File: config.mk
export PLATFORM = sky130hd
export DESIGN_NAME = fifo_ctrl_regpx
export DESIGN_NICKNAME = d
export VERILOG_FILES = /design/src/rtl/fifo_ctrl_regpx.sv
export SDC_FILE = /design/constraint.sdc
export NUM_CORES = 1
export LEC_CHECK = 0
export CORE_ASPECT_RATIO = 0.8
export CORE_MARGIN = 4
export CORE_UTILIZATION = 47
export CTS_CLUSTER_SIZE = 25
export DETAILED_ROUTE_END_ITERATION = 8
export PLACE_DENSITY = 0.81
export REMOVE_ABC_BUFFERS = 1
export SLEW_MARGIN = 20
export SYNTH_ARGS = -nofsm -noshare
export SYNTH_HDL_FRONTEND = slang
export SYNTH_SLANG_ARGS = --single-unit
File: constraint.sdc
create_clock -name clk -period 4.85 [get_ports clk]
set_clock_uncertainty 0.15 [all_clocks]
set_input_delay 0.97 -clock clk [delete_from_list [all_inputs] [get_ports clk]]
set_output_delay 0.97 -clock clk [all_outputs]
set_load 0.01 [all_outputs]
File: src/rtl/fifo_ctrl_regpx.sv
// FIFO controller for an external 1R1W parity register array: pointer/count
// management, FWFT output buffer that hides the array read latency, and parity error capture.
module fifo_ctrl_regpx #(
    parameter int ADDRBIT = 9,
    parameter int DEPTH   = 512,
    parameter int WIDTH   = 32,
    parameter int AFULL   = 496
) (
    input  logic               clk,
    input  logic               rst,
    input  logic               push_vld,
    output logic               push_rdy,
    input  logic [WIDTH-1:0]   push_dat,
    output logic               pop_vld,
    input  logic               pop_rdy,
    output logic [WIDTH-1:0]   pop_dat,
    output logic               mem_we,
    output logic [ADDRBIT-1:0] mem_wa,
    output logic [WIDTH-1:0]   mem_di,
    output logic [ADDRBIT-1:0] mem_ra,
    input  logic [WIDTH-1:0]   mem_do,
    output logic [1:0]         mem_par_ctrl,
    input  logic               mem_par_err,
    input  logic               par_clr,
    input  logic               par_dis,
    output logic [ADDRBIT:0]   fifo_cnt,
    output logic               afull,
    output logic               par_err,
    output logic [ADDRBIT-1:0] par_err_addr
);

    localparam int CW = ADDRBIT + 1;
    localparam logic [ADDRBIT-1:0] LAST = ADDRBIT'(DEPTH - 1);

    logic [ADDRBIT-1:0] r_wptr;
    logic [ADDRBIT-1:0] r_rptr;
    logic [CW-1:0]      r_mcnt;
    logic               r_infl;
    logic [1:0]         r_ob_cnt;
    logic [WIDTH-1:0]   r_ob_head;
    logic [WIDTH-1:0]   r_ob_tail;
    logic [ADDRBIT-1:0] r_pa1;
    logic [ADDRBIT-1:0] r_pa2;
    logic [ADDRBIT-1:0] r_err_addr;
    logic               r_err_q;
    logic               r_captured;

    logic               w_accept;
    logic               w_issue;
    logic               w_pop;
    logic [2:0]         w_occ;

    assign push_rdy = !rst && (r_mcnt < CW'(DEPTH));
    assign w_accept = push_vld && push_rdy;

    assign mem_we = w_accept;
    assign mem_wa = r_wptr;
    assign mem_di = push_dat;
    assign mem_ra = r_rptr;

    assign pop_vld = (r_ob_cnt != 2'd0);
    assign pop_dat = r_ob_head;
    assign w_pop   = pop_vld && pop_rdy;

    // A same-cycle pop frees its buffer slot at this edge, so counting it keeps
    // the pop stream bubble-free while still never exceeding two buffered words.
    assign w_occ   = {1'b0, r_ob_cnt} + {2'b00, r_infl} - {2'b00, w_pop};
    assign w_issue = !rst && (r_mcnt != '0) && (w_occ < 3'd2);

    assign fifo_cnt = r_mcnt + CW'(r_infl) + CW'(r_ob_cnt);
    assign afull    = (fifo_cnt >= CW'(AFULL));

    assign mem_par_ctrl = {par_dis, par_clr};
    assign par_err      = mem_par_err;
    assign par_err_addr = r_err_addr;

    always_ff @(posedge clk) begin
        if (rst) begin
            r_wptr   <= '0;
            r_rptr   <= '0;
            r_mcnt   <= '0;
            r_infl   <= 1'b0;
            r_ob_cnt <= 2'd0;
        end else begin
            if (w_accept) r_wptr <= (r_wptr == LAST) ? '0 : r_wptr + ADDRBIT'(1);
            if (w_issue)  r_rptr <= (r_rptr == LAST) ? '0 : r_rptr + ADDRBIT'(1);
            r_mcnt   <= r_mcnt + CW'(w_accept) - CW'(w_issue);
            r_infl   <= w_issue;
            r_ob_cnt <= r_ob_cnt + 2'(r_infl) - 2'(w_pop);
        end
    end

    // Head register drives pop_dat directly so it holds its value when the buffer empties.
    always_ff @(posedge clk) begin
        if (rst) begin
            r_ob_head <= '0;
            r_ob_tail <= '0;
        end else if (w_pop && r_ob_cnt == 2'd2) begin
            r_ob_head <= r_ob_tail;
            if (r_infl) r_ob_tail <= mem_do;
        end else if (r_infl) begin
            if (r_ob_cnt == 2'd0 || w_pop) r_ob_head <= mem_do;
            else                           r_ob_tail <= mem_do;
        end
    end

    // Read addresses are delayed two cycles to line up with the array's error flag.
    always_ff @(posedge clk) begin
        if (rst) begin
            r_pa1      <= '0;
            r_pa2      <= '0;
            r_err_q    <= 1'b0;
            r_captured <= 1'b0;
            r_err_addr <= '0;
        end else begin
            r_pa1   <= r_rptr;
            r_pa2   <= r_pa1;
            r_err_q <= mem_par_err;
            if (par_clr) begin
                r_captured <= 1'b0;
                r_err_addr <= '0;
            end else if (mem_par_err && !r_err_q && !r_captured) begin
                r_captured <= 1'b1;
                r_err_addr <= r_pa2;
            end
        end
    end

endmodule
==> results_dict.tcl, run 1 <==
set metrics [dict create \
    post_cts_resized 0 \
    drive_gt1_frac 0.07067 \
    route.final.wire_length_um 14310 \
    worst_skew_pair.late_latency_ps 400 \
    io-pin-count 179 \
    groute.usage.overall 0.2013 \
    max-clock-path-buffers 2 \
    timing.final.setup_violations 0 \
    ys_dominant_reg_cell "sky130_fd_sc_hd__dfxtp_1" \
    grt_overflow 0 \
    ys_ff_latch 124 \
    floorplan.die.width_um 131.2 \
    pre_cts_ws_ps 97.93 \
    routabilityCongestion 0.8580 \
    post-synth-top-area-cell "sky130_fd_sc_hd__dfxtp_1" \
    cts-htree-levels 4 \
    syn-mean-instance-area_um2 8.519 \
    cts_inserted_buffers 17 \
    netlist_top_cells_area "sky130_fd_sc_hd__dfxtp_1 (43%), sky130_fd_sc_hd__nand2_1 (9.4%), sky130_fd_sc_hd__ha_1 (5.7%)" \
    netlist_area_pre_place_um2 5708 \
    worst_setup_path_start_kind "input pin" \
    grt_antenna_before_repair 0 \
    drt-vias-per-instance 5.294 \
    die_height_um 106.6 \
    holdCritPathClass "reg -> reg" \
    cts_tree "yes" \
    synthArstFlopShare 0 \
    yosys.area.top_type_share 0.4349 \
    setup_total_negative_slack_ps 0 \
    criticalPathCategory "in -> reg" \
    worst_voltage_drop_across_the_vdd_grid_v 0.0005073 \
    fmax_mhz 230.2 \
    fin_worst_hold_slack_ps 284.4 \
    path_max_fanout 5 \
    standard_cell_with_the_maximum_stage_delay_on_the_critical_path "sky130_fd_sc_hd__clkdlybuf4s50_1" \
    cts.root.buffer_cell "sky130_fd_sc_hd__clkbuf_16" \
    cpLargestDelayFamily "compound AO/OA/AOI/OAI gates" \
    vias 4754 \
    crit_path_cell_trace "clkdlybuf4s50_1 -> nand3_2 -> o21ai_0 -> ha_1 -> inv_1 -> fa_1 -> xnor2_1 -> o2111ai_2 -> inv_1 -> ha_1 -> inv_1 -> ha_1 -> a21o_1 -> a221oi_2 -> nor4b_1 -> a211oi_1 -> mux2_1" \
    ys_seq_area_frac 0.4349 \
    total_leakage_power_nw 2.808 \
    die_area_um2 13980 \
    global_route_wire_length_before_repair_um 22920 \
    wl_per_cell_um 15.93 \
    worst-slew-pin-transition_ps 933.7 \
    antennaDiodeCount 0 \
    yosysWarningCount 0 \
    timing.critical_path.buf_inv 4 \
    nets 838 \
    setup_ws_ps 506.7 \
    timing.max_cap.violations 0 \
    period_minus_slack_ps 4343 \
    core-area_um2 11690 \
    final-hold-violation-count 0 \
    number_of_sinks_driven_by_the_clock_tree 124 \
    status "completed" \
    post_cts_buffers 0 \
    first_pass_iters 6 \
    synth_edf_count 0 \
    start_util 0.4882 \
    netlist_instances 670 \
    cellPowerDensity_nw_per_um2 612.0 \
    required_ps 4990 \
    synthToLayoutAreaGrowth_pct 25.82 \
    clock_input_transition_at_the_sequential_cells_of_the_worst_setup_and_hold_paths_ps 60 \
    post_synth_num_cell_types 49 \
    drt-initial-drc-count 227 \
    timing.critical_path.slowest_cell_delay_ps 560 \
    drc 0 \
    tcrit_tclk_final 0.8955 \
    critPathArrivalTime_ps 4480 \
    unrepaired_setup_endpoints_after_global_routing "false" \
    grt_start_max_net_pins 63 \
    drv_slew 0 \
    dp.final_hpwl_um 10060 \
    num_rows 35 \
    max-slew-margin-rel 0.3752 \
    crit_path_end_kind "flip-flop" \
    placement.io_buffers 112 \
    first_global_vias 4604 \
    cts_hold_buffers 0 \
    antenna_left 0 \
]
-- worst paths after layout --
| check | start | to | slack [ps] | depth (start not counted) |
|---|---|---|---|---|
| setup reg to reg | r_ob_cnt[1]$_SDFF_PP0_ | r_mcnt[9]$_SDFF_PP0_ | 1080 | 16 |
| hold / removal | r_pa1[4]$_SDFF_PP0_ | r_pa2[4]$_SDFF_PP0_ | 280 | 1 |
| hold reg to reg | r_pa1[4]$_SDFF_PP0_ | r_pa2[4]$_SDFF_PP0_ | 280 | 1 |
| setup / recovery | pop_rdy | r_mcnt[9]$_SDFF_PP0_ | 510 | 17 |
-- flip-flops by register name, summed over array words and instances (netlist names) --
name	cells
r_mcnt	10
r_err_q	1
mem_wa	9
pop_dat	32
r_infl	1
par_err_addr	9
mem_ra	9
r_captured	1
r_pa1	9
r_ob_tail	32
r_pa2	9
r_ob_cnt	2
-- cell families (layout without fill, tap and decap cells) --
logic type,Yosys count,in the layout,share of synthesized area
buf+inv,96,176,0.09513
compound gates,106,106,0.1238
mux,12,12,0.02126
flops,124,124,0.4349
simple gates,281,281,0.2216
fa+ha+maj,30,30,0.07102
xor+xnor,21,21,0.03222
-- report_power, final --
group          leakage [nW]  switching [mW]  internal [mW]  total (mW)
Combinational          1.52           0.930          0.837        1.77
Clock                 0.272           0.459          0.717        1.18
Sequential             1.01           0.195           1.26        1.45
Total                  2.81            1.58           2.81        4.40
-- synth_stat cells, drive strengths merged, types with 7 or more instances --
cell / instances
a21oi: 48
a311oi: 32
and3: 8
buf: 54
clkbuf: 17
dfxtp: 124
ha: 26
inv: 25
mux2i: 11
nand2: 143
nand3: 7
nor2: 70
nor2b: 25
o21ai: 14
xnor2: 12
xor2: 9
-- placed cells by master (no fill, tap or decap), drive strengths merged, types with 8 or more instances in the layout --
| master | count |
|---|---|
| buf | 8 |
| a311oi | 32 |
| clkinv | 9 |
| ha | 26 |
| and3 | 8 |
| a21oi | 48 |
| dfxtp | 124 |
| mux2i | 11 |
| nor2 | 70 |
| nor2b | 25 |
| nand2 | 143 |
| xnor2 | 12 |
| inv | 26 |
| o21ai | 14 |
| clkbuf | 18 |
| xor2 | 9 |
| clkdlybuf4s50 | 111 |
-- per-layer routing --
metal,track usage,share of wire,up-vias
li1,-,-,2332
met1,0.2513,0.45,2256
met2,0.3258,0.47,156
met3,0.07317,0.071,10
met4,0.06372,0.0074,0
met5,0.01852,0,-
-- through the flow --
stage               instances  power [mW]  utilization  instance area (um^2)
floorplan                 599       2.482            -                  5259
detailed placement        866       3.231       0.5663                  6621
global placement          866       3.158       0.5658                  6615
global route              898       4.675       0.6142                  7182
CTS                       898       4.422       0.6142                  7182
finish                    898       4.395       0.6142                  7182
-- layout make-up --
class | instances | area (um^2)
Tap cell | 148 | 185.2
Timing Repair Buffer | 119 | 1171
Clock inverter | 14 | 121.4
Clock buffer | 18 | 439.2
Multi-Input combinational cell | 450 | 2689
Inverter | 25 | 93.84
Sequential cell | 124 | 2482
Fill cell | 995 | 4511
(Power assumes the default switching activity.)
==> run 2: changes to the inputs <==
CORE_MARGIN = unset   (was 4)
CORE_UTILIZATION = 55   (was 47)
DONT_BUFFER_PORTS = 1   (was unset)
PLACE_DENSITY = 0.7   (was 0.81)
==> run 2 against run 1 <==
Count of clock-buffer cells in the layout grew 1; register-to-register slack got worse by 110 ps; sequential power is 5% higher; worst hold slack got worse by 2.1 ps; sequential share of layout area increased by 6.4 points; routed wire length down 6.4%; non-clock buffer count down 112; clock power about the same; setup slack better by 470 ps; die area shrank 23%; final cell count decreased by 14%.
==> results_dict.tcl, run 2 (synthesis gave the netlist of run 1 again) <==
set metrics [dict create \
    holdCritPathClass "reg -> reg" \
    critPathArrivalTime_ps 4030 \
    grt_antenna_before_repair 0 \
    standard_cell_with_the_maximum_stage_delay_on_the_critical_path "sky130_fd_sc_hd__dfxtp_1" \
    post_cts_resized 0 \
    cts_tree "yes" \
    synthToLayoutAreaGrowth_pct 6.072 \
    cellPowerDensity_nw_per_um2 663.8 \
    setup_total_negative_slack_ps 0 \
    path_max_fanout 7 \
    criticalPathCategory "reg -> reg" \
    drc 0 \
    whs_endpoint "r_pa2[0]$_SDFF_PP0_" \
    fill_cells 879 \
    clock_input_transition_at_the_sequential_cells_of_the_worst_setup_and_hold_paths_ps 60 \
    total_area_of_multi_input_combinational_cells_um2 2683 \
    share_seq_of_total_power 0.378 \
    antenna_left 0 \
    period_minus_slack_ps 3876 \
    routabilityCongestion 0.7849 \
    cts-htree-levels 4 \
    core-area_um2 9849 \
    die_height_um 93.12 \
    worst_voltage_drop_across_the_vdd_grid_v 0.0004221 \
    switching_power_mw 1.481 \
    combPwrFrac 0.320 \
    sw_frac_of_total 0.3685 \
    cpLargestDelayFamily "adder cells" \
    groute.usage.overall 0.2584 \
    first_global_vias 4002 \
    internal_power_mw 2.538 \
    drive_gt1_frac 0.07547 \
    worst_skew_pair.late_latency_ps 400 \
    first_pass_iters 5 \
    drv_slew 0 \
    r2r_start "r_ob_cnt[1]$_SDFF_PP0_" \
    dp.final_hpwl_um 8987 \
    total_leakage_power_nw 2.400 \
    vias 4347 \
    layout_commonest_cell "sky130_fd_sc_hd__nand2_1" \
    clockPowerShare 0.302 \
    start_util 0.5795 \
    max-clock-path-buffers 2 \
    worst_setup_path_start_kind "flip-flop" \
    worst_r2r_path_depth 17 \
    worst_setup_slack_for_register_to_register_paths_ps 970 \
    cts_hold_buffers 0 \
    wl_per_cell_um 17.34 \
    antennaDiodeCount 0 \
    crit_path_end_kind "flip-flop" \
    reg_to_reg_endpoint "r_mcnt[8]$_SDFF_PP0_" \
    most-common-layout-cells "sky130_fd_sc_hd__nand2_1 (143), sky130_fd_sc_hd__dfxtp_1 (124), sky130_fd_sc_hd__nor2_1 (69), sky130_fd_sc_hd__a21oi_1 (48), sky130_fd_sc_hd__a311oi_1 (32)" \
    timing.critical_path.buf_inv 3 \
    worst-slew-pin-transition_ps 958.2 \
    io-pin-count 179 \
    final-hold-violation-count 0 \
    drt-initial-drc-count 243 \
    global_route_wire_length_before_repair_um 20920 \
    cts.root.buffer_cell "sky130_fd_sc_hd__clkbuf_16" \
    drt-vias-per-instance 5.631 \
    max-slew-margin-rel 0.3588 \
    num_rows 32 \
    worst_hold_depth 1 \
    grt_start_max_net_pins 109 \
    floorplan.die.width_um 115.9 \
    crit_path_cell_trace "nand3_2 -> o21ai_0 -> ha_1 -> inv_1 -> fa_1 -> xnor2_1 -> o2111ai_2 -> inv_1 -> ha_1 -> inv_1 -> ha_1 -> fa_1 -> a21oi_1 -> nor4_1 -> o31ai_1 -> xor2_1 -> nor2_1" \
    nets 726 \
    post_cts_buffers 0 \
    required_ps 5000 \
    route.final.wire_length_um 13390 \
    unrepaired_setup_endpoints_after_global_routing "false" \
    grt_overflow 0 \
    min-delay-start "r_pa1[0]$_SDFF_PP0_" \
    cts_inserted_buffers 17 \
    die_area_um2 10790 \
    tcrit_tclk_final 0.7993 \
    fmax_mhz 258.0 \
    timing.max_cap.violations 0 \
    finalPower_mw 4.019 \
    number_of_sinks_driven_by_the_clock_tree 124 \
    timing.final.setup_violations 0 \
    status "completed" \
    final-seq-area_um2 2482 \
    timing.critical_path.slowest_cell_delay_ps 540 \
    placement.io_buffers 0 \
]
run 2: changes by cell type in the layout (fill, tap and decap cells not counted), sizes merged:
cell	previous run	this run
bufinv	1	2
clkinv	9	5
buf	8	7
clkbuf	18	19
clkdlybuf4s50	111	0
run 2: final cells by class:
class                      instances  share of cell area
clock buffer                      19             0.07481
clock inverter                    11             0.01984
inverter                          25             0.01550
multi-input combinational        450              0.4431
sequential                       124              0.4100
tap                              136             0.02810
timing repair buffer               7            0.008679
run 2: worst max-delay path by stage:
stage	slack [ps]	depth (start not counted)	from	endpoint
2_1_floorplan	120	14	pop_rdy	r_mcnt[8]$_SDFF_PP0_
3_3_place_gp	810	16	pop_rdy	r_mcnt[9]$_SDFF_PP0_
3_5_place_dp	680	17	pop_rdy	r_mcnt[8]$_SDFF_PP0_
4_1_cts	1000	17	r_ob_cnt[1]$_SDFF_PP0_	r_mcnt[8]$_SDFF_PP0_
5_1_grt	760	16	r_ob_cnt[1]$_SDFF_PP0_	r_mcnt[9]$_SDFF_PP0_
6_report	970	17	r_ob_cnt[1]$_SDFF_PP0_	r_mcnt[8]$_SDFF_PP0_
run 2: power groups by stage:
| stage | Sequential (mW) | Combinational [mW] | Clock [mW] |
|---|---|---|---|
| 2_1_floorplan | 1.48 | 0.999 | 0 |
| 4_1_cts | 1.52 | 1.29 | 1.24 |
| 6_report | 1.52 | 1.28 | 1.21 |
| 3_5_place_dp | 1.54 | 1.27 | 0 |
| 3_3_place_gp | 1.53 | 1.22 | 0 |
| 5_1_grt | 1.55 | 1.43 | 1.29 |
run 2: through the flow:
step | hold slack (ps) | utilization | instances | cell area, um^2 | setup slack, ps
finish | 282.3 | 0.6147 | 772 | 6055 | 973.6
global route | 299.8 | 0.6147 | 772 | 6055 | 758.2
floorplan | 263.8 | - | 599 | 5259 | 123.1
global placement | 267.4 | 0.5565 | 742 | 5482 | 814.8
CTS | 283.3 | 0.6147 | 772 | 6055 | 1002
detailed placement | 270.4 | 0.5565 | 742 | 5482 | 680.4
run 2: layer usage:
| layer | GRT usage | vias up | part of all wire |
|---|---|---|---|
| met5 | 0.08205 | - | 0.0040 |
| met4 | 0.07585 | 2 | 0.012 |
| met3 | 0.1575 | 20 | 0.12 |
| met2 | 0.3740 | 194 | 0.44 |
| met1 | 0.3106 | 2018 | 0.42 |
| li1 | - | 2113 | - |
==> run 3: changes to the inputs <==
PLACE_DENSITY = 0.73   (was 0.7)
clock period = 3.3 ns   (was 4.85 ns; I/O delays follow)
==> run 3 against run 2 <==
Final cell count grew 4.0%; non-clock buffer count rose by 29; critical path type unchanged; count of clock-buffer cells in the layout grew 1; critical path depth decreased by 1; highest routed layer unchanged; sequential share of layout area decreased by 2.2 points; first-iteration DRC count is 38% higher; clock power increased by 45%; sequential power increased by 45%; register-to-register slack worse by 980 ps; via count grew 3.3%; the flow now finishes with violations (negative setup slack).
==> results_dict.tcl, run 3 (synthesis gave the netlist of run 1 again) <==
set metrics [dict create \
    status "finished with violations" \
    failed_checks "negative setup slack" \
    grt_start_max_net_pins 109 \
    cpLargestDelayFamily "adder cells" \
    drc 0 \
    criticalPathCategory "reg -> reg" \
    start_util 0.5795 \
    first_pass_iters 5 \
    worst_skew_pair.late_latency_ps 400 \
    drt-vias-per-instance 5.592 \
    r2r_start "r_ob_cnt[0]$_SDFF_PP0_" \
    critPathArrivalTime_ps 3440 \
    final-hold-violation-count 0 \
    synthToLayoutAreaGrowth_pct 12.23 \
    placement.io_buffers 0 \
    drv_slew 0 \
    combPwrFrac 0.385 \
    number_of_sinks_driven_by_the_clock_tree 124 \
    layout_commonest_cell "sky130_fd_sc_hd__nand2_1" \
    wl_per_cell_um 16.83 \
    timing.final.setup_violations 1 \
    first_global_vias 4280 \
    timing.critical_path.slowest_cell_delay_ps 540 \
    cts.root.buffer_cell "sky130_fd_sc_hd__clkbuf_16" \
    unrepaired_setup_endpoints_after_global_routing "true" \
    sw_frac_of_total 0.3724 \
    share_seq_of_total_power 0.342 \
    global_route_wire_length_before_repair_um 21130 \
    drt-initial-drc-count 336 \
    cellPowerDensity_nw_per_um2 1004 \
    dpl.cell_count 752 \
    groute.usage.overall 0.2578 \
    worst_setup_slack_for_register_to_register_paths_ps -3 \
    worst_hold_depth 1 \
    cpMostUsedCell "sky130_fd_sc_hd__inv_2" \
    internal_power_mw 4.035 \
    timing.max_cap.violations 0 \
    fill_cells 824 \
    setup_ws_ps -2.728 \
    reg_to_reg_endpoint "r_mcnt[9]$_SDFF_PP0_" \
    pre_cts_ws_ps -462.2 \
    final_util 0.6504 \
    max-clock-path-buffers 2 \
    worst_setup_path_start_kind "flip-flop" \
    vias 4490 \
    fmax_mhz 302.8 \
    die_height_um 93.12 \
    crit_path_end_kind "flip-flop" \
    clockPowerShare 0.273 \
    min-delay-start "rst" \
    num_rows 32 \
    drive_gt1_frac 0.1589 \
    switching_power_mw 2.395 \
    worst_r2r_path_depth 16 \
    antennaDiodeCount 0 \
    worst_voltage_drop_across_the_vdd_grid_v 0.0006128 \
    path_max_fanout 3 \
    io-pin-count 179 \
    holdCritPathClass "in -> reg" \
    grt_overflow 0 \
    layout.cells.non_filler 803 \
    most-common-layout-cells "sky130_fd_sc_hd__nand2_1 (143), sky130_fd_sc_hd__dfxtp_1 (121), sky130_fd_sc_hd__nor2_1 (69), sky130_fd_sc_hd__a21oi_1 (47), sky130_fd_sc_hd__buf_4 (35)" \
    floorplan.die.width_um 115.9 \
    required_ps 3430 \
    die_area_um2 10790 \
    antenna_left 0 \
    cts_inserted_buffers 17 \
    grt_antenna_before_repair 0 \
    total_leakage_power_nw 2.538 \
    route.final.wire_length_um 13510 \
    standard_cell_with_the_maximum_stage_delay_on_the_critical_path "sky130_fd_sc_hd__fa_2" \
    period_minus_slack_ps 3303 \
    clock_input_transition_at_the_sequential_cells_of_the_worst_setup_and_hold_paths_ps 60 \
    setup_total_negative_slack_ps -2.728 \
    crit_path_cell_trace "inv_4 -> nand3_4 -> o21ai_2 -> ha_2 -> inv_2 -> fa_2 -> o2111ai_2 -> inv_2 -> ha_4 -> inv_2 -> ha_4 -> a21o_1 -> a221oi_2 -> nor4b_2 -> a211oi_2 -> mux2_1" \
    max-slew-margin-rel 0.5755 \
    timing.critical_path.buf_inv 4 \
    worst-slew-pin-transition_ps 636.8 \
    dp.final_hpwl_um 8822 \
    cts_hold_buffers 0 \
    routabilityCongestion 0.7963 \
    cts_tree "yes" \
    core-area_um2 9849 \
    cts-htree-levels 4 \
    tcrit_tclk_final 1.001 \
    nets 755 \
    whs_endpoint "r_ob_tail[6]$_SDFFE_PP0P_" \
]
run 3: cell types whose count changed in the layout (fill, tap and decap cells not counted), sizes merged:
cell      change
bufinv        -1
inv           +1
buf          +29
clkbuf        +1
clkinvlp      +1
run 3: final cells by class:
class / count / area (um^2) / share of cell area
multi-input combinational: 450 / 2809 / 0.4385
clock buffer: 20 / 456.7 / 0.07129
timing repair buffer: 36 / 274.0 / 0.04277
sequential: 124 / 2486 / 0.3881
clock inverter: 12 / 113.9 / 0.01777
tap: 136 / 170.2 / 0.02656
inverter: 25 / 96.34 / 0.01504
run 3: power by group through the flow:
| stage | Combinational, mW | Clock, mW | Sequential, mW |
|---|---|---|---|
| floorplan | 1.47 | 0 | 2.18 |
| CTS | 2.25 | 1.78 | 2.20 |
| finish | 2.48 | 1.75 | 2.20 |
| global placement | 1.93 | 0 | 2.21 |
| detailed placement | 2.00 | 0 | 2.23 |
| global route | 2.74 | 1.87 | 2.25 |
run 3: repair_timing:
action / CTS / global route
gates cloned: 0 / 0
endpoints found under the setup margin: 4 / 7
setup buffers: 15 / 6
gates resized for setup: 18 / 19
pin swaps: 12 / 13
run 3: worst max-delay path by stage:
stage                            from                    to  slack [ps]  cells past startpoint
2_1_floorplan                 pop_rdy  r_mcnt[8]$_SDFF_PP0_       -1120                     14
3_3_place_gp                  pop_rdy  r_mcnt[8]$_SDFF_PP0_        -330                     17
3_5_place_dp                  pop_rdy  r_mcnt[8]$_SDFF_PP0_        -460                     16
4_1_cts        r_ob_cnt[0]$_SDFF_PP0_  r_mcnt[9]$_SDFF_PP0_           5                     16
5_1_grt        r_ob_cnt[0]$_SDFF_PP0_  r_mcnt[9]$_SDFF_PP0_        -150                     16
6_report       r_ob_cnt[0]$_SDFF_PP0_  r_mcnt[9]$_SDFF_PP0_          -3                     16
run 3: per-stage QoR:
stage               total power, mW  cell area, um^2  hold WS, ps
global placement              4.138             5557        268.9
detailed placement            4.225             5558        273.9
global route                  6.860             6406        150.8
floorplan                     3.648             5259        263.8
finish                        6.430             6406        169.3
CTS                           6.231             6294        158.8
run 3: routing by layer:
layer,vias to the layer above,share of wire,GRT usage,wire (um)
met2,168,0.46,0.3919,6214
met3,24,0.10,0.1290,1400
met5,-,0.0069,0.08205,93
met1,2123,0.41,0.3022,5570
met4,4,0.017,0.1015,234
li1,2171,-,-,-
==> variant 1, RTL diff (flow settings as in run 1) <==
The parameter `ADDRBIT` goes from 9 to 8.
--- a/src/rtl/fifo_ctrl_regpx.sv
+++ b/src/rtl/fifo_ctrl_regpx.sv
@@ -1,7 +1,7 @@
 // FIFO controller for an external 1R1W parity register array: pointer/count
 // management, FWFT output buffer that hides the array read latency, and parity error capture.
 module fifo_ctrl_regpx #(
-    parameter int ADDRBIT = 9,
+    parameter int ADDRBIT = 8,
     parameter int DEPTH   = 512,
     parameter int WIDTH   = 32,
     parameter int AFULL   = 496
Ports: changed (resized fifo_cnt, mem_ra, mem_wa and par_err_addr); port bits go from 179 to 175. No check against the original RTL was run, so the function may have changed too.
==> variant 1 against run 1 <==
Sequential cell count is 14 lower. Worst setup slack better by 240 ps. Design area decreased by 16%. Power fell by 23%. Synthesized area is 13% lower. Routed wire length is 20% lower. Die area fell by 12%. Via count shrank 22%. Largest power group unchanged.
==> variant 1: results (changes against run 1) <==
[yosys]
yosysSeqAreaShare_pct = 44.1  ; +0.61 points
ys_top_cells_by_count = dfxtp_1 (110), nand2_1 (77), nor2_1 (55), buf_4 (51), mux2i_1 (41)
synth.avg_cell_area_um2 = 9.30  ; +9.2%
synth.area.top_cells = dfxtp_1 (44%), mux2i_1 (8.2%), buf_4 (7.7%)

[layout]
drive_above_1_share_pct = 10.4  ; +3.3 points
fin_cells = 727  ; -19%
nFillCells = 893  ; -10%
finalNetCount = 661  ; -21%

[setup_path]
r2r_start = r_ob_cnt[0]$_SDFF_PP0_
slowest_delay_ps = 540  ; -20 ps
crit_arrival_ps = 2980  ; -1500 ps
crit-reg2reg-capture = r_mcnt[6]$_SDFF_PP0_
regToRegSetupSlack_ps = 1650  ; +570 ps
ff2ff_path_depth = 13  ; -3

[routing]
routed_wl_mm = 11.4  ; -20%
drt_iter0_markers = 180  ; -21%
dr.pass1.iters = 4  ; -2

[clocking]
clk_latency_ps = 340  ; -60 ps
htree_levels = 3  ; -1
cts_buffers = 9  ; -8

[global_route]
grt_pass1_wl_mm = 18.2  ; -21%
grt_pass1_vias = 3635  ; -21%
track_usage_pct = 19.0  ; -1.2 points
grt_max_degree = 61  ; -3.2%

[status]
run_status = completed

[min_path]
worstHoldStart = r_pa1[0]$_SDFF_PP0_
min_to = r_pa2[0]$_SDFF_PP0_

[place]
preCtsSetupSlack_ps = 673  ; +575 ps
dp_hpwl_mm = 8.20  ; -19%
place_congestion = 0.855  ; -0.40%
dp_cells = 711  ; -18%

[power_and_ir_drop]
peakVddDrop_mv = 0.324  ; -36%
p_leak_nw = 2.39  ; -15%

[variant 1: changes by cell type after synthesis, moves of 9 or more]
cell / change
a211oi_2: +28
a311oi_1: -32
buf_4: +13
dfxtp_1: -14
ha_1: -21
inv_1: -12
mux2i_1: +30
nand2_1: -66
nor2_1: -14
o21ai_0: -9
[variant 1: cell families (layout without fill, tap and decap cells)]
family | after synthesis | after routing | share of synthesized area (%)
buffers and inverters | 92 | 133 | 11.3
AO/OA/AOI/OAI | 84 | 84 | 13.6
AND/OR/NAND/NOR | 184 | 184 | 17.1
other | 1 | 10 | 0.0751
flip-flops | 110 | 110 | 44.1
multiplexers | 44 | 44 | 8.89
adder cells (fa/ha/maj) | 8 | 8 | 2.46
XOR/XNOR | 14 | 14 | 2.46
[variant 1: area by class of cell]
class / count / share of cell area, %
Multi-Input combinational cell: 344 / 37.7
Clock inverter: 7 / 0.896
Inverter: 13 / 0.813
Clock buffer: 9 / 3.75
Timing Repair Buffer: 104 / 17.2
Tap cell: 140 / 2.92
Sequential cell: 110 / 36.7
[variant 1: worst max-delay path by stage]
stage                     slack (ps)  cells past startpoint                    to                    from
after global routing             580                      8                 afull  r_ob_cnt[0]$_SDFF_PP0_
after detailed placement         670                     13  r_mcnt[2]$_SDFF_PP0_                 pop_rdy
after global placement           760                     13  r_mcnt[2]$_SDFF_PP0_                 pop_rdy
after CTS                        700                      8                 afull  r_ob_cnt[0]$_SDFF_PP0_
after floorplan                  400                     13  r_mcnt[2]$_SDFF_PP0_                 pop_rdy
final                            750                      8                 afull  r_ob_cnt[0]$_SDFF_PP0_
[variant 1: per-stage QoR]
| step | hold slack (ps) | util, % | area (µm²) |
|---|---|---|---|
| 2_1_floorplan | 264 | - | 4510 |
| 3_3_place_gp | 273 | 55.5 | 5720 |
| 3_5_place_dp | 271 | 55.5 | 5720 |
| 4_1_cts | 287 | 58.2 | 6000 |
| 5_1_grt | 312 | 58.2 | 6000 |
| 6_report | 283 | 58.2 | 6000 |
[variant 1: power by group]
part	switching (mW)	total, mW	internal (mW)
registers	0.170	1.27	1.10
logic	0.726	1.40	0.678
clock network	0.332	0.687	0.355
[variant 1: worst register-to-register path, delay by kind of cell, from the launching register on]
kind / cells / cell delay, ps
flip-flops: 1 / 470
buffers and inverters: 4 / 660
adder cells (fa/ha/maj): 2 / 660
XOR/XNOR: 2 / 370
AND/OR/NAND/NOR: 5 / 750
[variant 1: metal layers]
layer / vias to the layer above / share of wire (%) / global-route usage, %
met4: 2 / 1.3 / 5.53
met2: 131 / 45 / 28.9
met1: 1738 / 45 / 24.4
met5: - / 0.31 / 2.08
li1: 1830 / - / -
met3: 17 / 7.8 / 8.11
==> variant 2, RTL diff (settings of run 1) <==
Without the edit above. Reset style: asynchronous (`rst`), changed in 3 clocked blocks.
--- a/src/rtl/fifo_ctrl_regpx.sv
+++ b/src/rtl/fifo_ctrl_regpx.sv
@@ -74,7 +74,7 @@
     assign par_err      = mem_par_err;
     assign par_err_addr = r_err_addr;
 
-    always_ff @(posedge clk) begin
+    always_ff @(posedge clk or posedge rst) begin
         if (rst) begin
             r_wptr   <= '0;
             r_rptr   <= '0;
@@ -91,7 +91,7 @@
     end
 
     // Head register drives pop_dat directly so it holds its value when the buffer empties.
-    always_ff @(posedge clk) begin
+    always_ff @(posedge clk or posedge rst) begin
         if (rst) begin
             r_ob_head <= '0;
             r_ob_tail <= '0;
@@ -105,7 +105,7 @@
     end
 
     // Read addresses are delayed two cycles to line up with the array's error flag.
-    always_ff @(posedge clk) begin
+    always_ff @(posedge clk or posedge rst) begin
         if (rst) begin
             r_pa1      <= '0;
             r_pa2      <= '0;
Check against the original RTL: differs if rst is asserted again (counterexample within 4 cycles, from zero or initial values and one cycle with rst high); with rst held inactive, the same outputs for 10 cycles.
==> variant 2 against run 1 <==
Sequential share of layout area grew 6.6 points. Synthesized area increased by 3.2%. Routed wire length is 0.59% higher. Sequential cell count unchanged. Utilization is 0.33 points higher. Count of clock-buffer cells in the layout up 4. Design area rose by 5.0%. Combinational power grew 24%. Worst setup slack lost 19 ps. Power grew 19%. Non-clock buffer count is the same. Clock power rose by 8%. Critical path depth grew 1. Highest routed layer unchanged.
==> variant 2: results (changes against run 1) <==
[routing]
viasPerCell = 5.17  ; -2.4%
wl_met3_mm = 1.21  ; +20%
wl_per_cell_um = 17.4  ; +9.2%
drt_iter0_markers = 253  ; +11%
dr.pass1.iters = 4  ; -2
route.met2.wl_mm = 6.51  ; -4.0%
wl_met1_mm = 6.51  ; +1.7%

[layout]
finalNetCount = 744  ; -11%
nFillCells = 948  ; -4.7%
regArea_um2 = 3100  ; +25%
drive_above_1_share_pct = 12.0  ; +5.0 points

[setup_path]
crit-reg2reg-capture = r_mcnt[6]$_DFF_PP0_
ff2ff_path_depth = 17  ; +1
regToRegSetupSlack_ps = 1050  ; -30 ps
r2r_start = r_ob_cnt[1]$_DFF_PP0_
path_delay_family = adder cells
crit_arrival_ps = 4500  ; +20 ps
slowest_delay_ps = 580  ; +20 ps

[yosys]
ys_top_cells_by_count = dfrtp_1 (124), nand2_1 (89), nor2_1 (55), buf_4 (38)
synth_cell_types = 44  ; -10%
synth.area.top_cells = dfrtp_1 (53%), mux2_2 (6.1%), nand2_1 (5.7%)
yosysSeqAreaShare_pct = 52.7  ; +9.2 points
ys_async_sr_fraction_pct = 100  ; +100 points

[place]
placed_area_um2 = 6930  ; +4.7%
dp_hpwl_mm = 10.1  ; +0.19%
place_congestion = 0.848  ; -1.1%

[global_route]
track_usage_pct = 20.8  ; +0.63 points
grt_max_degree = 65  ; +3.2%
grt_pass1_vias = 4453  ; -3.3%
grt_pass1_wl_mm = 23.2  ; +1.2%

[min_path]
hold_depth = 0  ; -1
min_to = r_pa2[7]$_DFF_PP0_
worstHoldStart = r_pa1[7]$_DFF_PP0_

[power_and_ir_drop]
p_leak_nw = 3.37  ; +20%
peakVddDrop_mv = 0.387  ; -24%

[clocking]
clk_path_buf_depth = 2  ; unchanged
clk_latency_ps = 410
cts_buffers = 17  ; unchanged

[sta]
maxSlewHeadroom_pct = 41.5  ; +4.0 points

[status]
run_status = completed

-- variant 2: logic make-up after synthesis --
group | synth area share [%]
xor gates and xnor gates | 2.97
DFF | 52.7
muxes | 7.81
buffers and inverters | 7.79
and+or+nand+nor | 13.8
AOI/OAI and AO/OA | 8.07
adders and majority gates | 6.88
-- variant 2: per-layer routing --
layer  GRT usage [%]  vias up
met4            5.73        0
met5            1.74        -
met2            31.5      153
met1            26.5     2089
met3            10.4       12
li1                -     2018
-- variant 2: layout make-up --
cell class              count  share of cell area [%]
clock buffers              22                    6.16
repair buffers            119                    15.6
well taps                 171                    2.84
flip-flops and latches    124                    41.2
multi-input cells         355                    31.1
clock inverters            10                    1.86
inverters                  26                    1.33
-- variant 2: worst max-delay path by stage --
stage / startpoint / endpoint / slack, ps
after detailed placement: pop_rdy / r_mcnt[6]$_DFF_PP0_ / 160
after floorplan: rst / r_mcnt[6]$_DFF_PP0_ / -1700
after global placement: pop_rdy / r_mcnt[6]$_DFF_PP0_ / 350
final: pop_rdy / r_mcnt[6]$_DFF_PP0_ / 490
after global routing: pop_rdy / r_mcnt[6]$_DFF_PP0_ / 340
after CTS: pop_rdy / r_mcnt[6]$_DFF_PP0_ / 570
-- variant 2: power by group --
part	switching [mW]	total (mW)	leakage (nW)	internal (mW)
combinational	1.07	2.20	1.58	1.13
clock	0.440	1.27	0.286	0.834
sequential	0.311	1.76	1.50	1.45
total	1.82	5.24	3.37	3.42
-- variant 2: worst reg2reg max path: stages, from the launching register on --
cell and delay, ps:
dfrtp_1 560, nand3_2 150, o21ai_0 110, ha_1 180, inv_1 50, fa_1 380, xnor2_1 140, o2111ai_1 150
inv_1 130, ha_1 290, inv_1 40, ha_1 210, fa_1 410, a21oi_1 180, o21bai_1 130, a21oi_1 180
o21bai_1 100, xor2_1 150
-- variant 2: through the flow --
step                      setup TNS, ps  setup WS [ps]  power [mW]  hold slack, ps  cells
after floorplan                  -19500          -1700        3.03             181    505
after global placement                0            349        3.85             184    795
after detailed placement              0            155        3.97             186    795
after CTS                             0            569        5.27             197    827
after global routing                  0            337        5.61             207    827
final                                 0            488        5.24             196    827
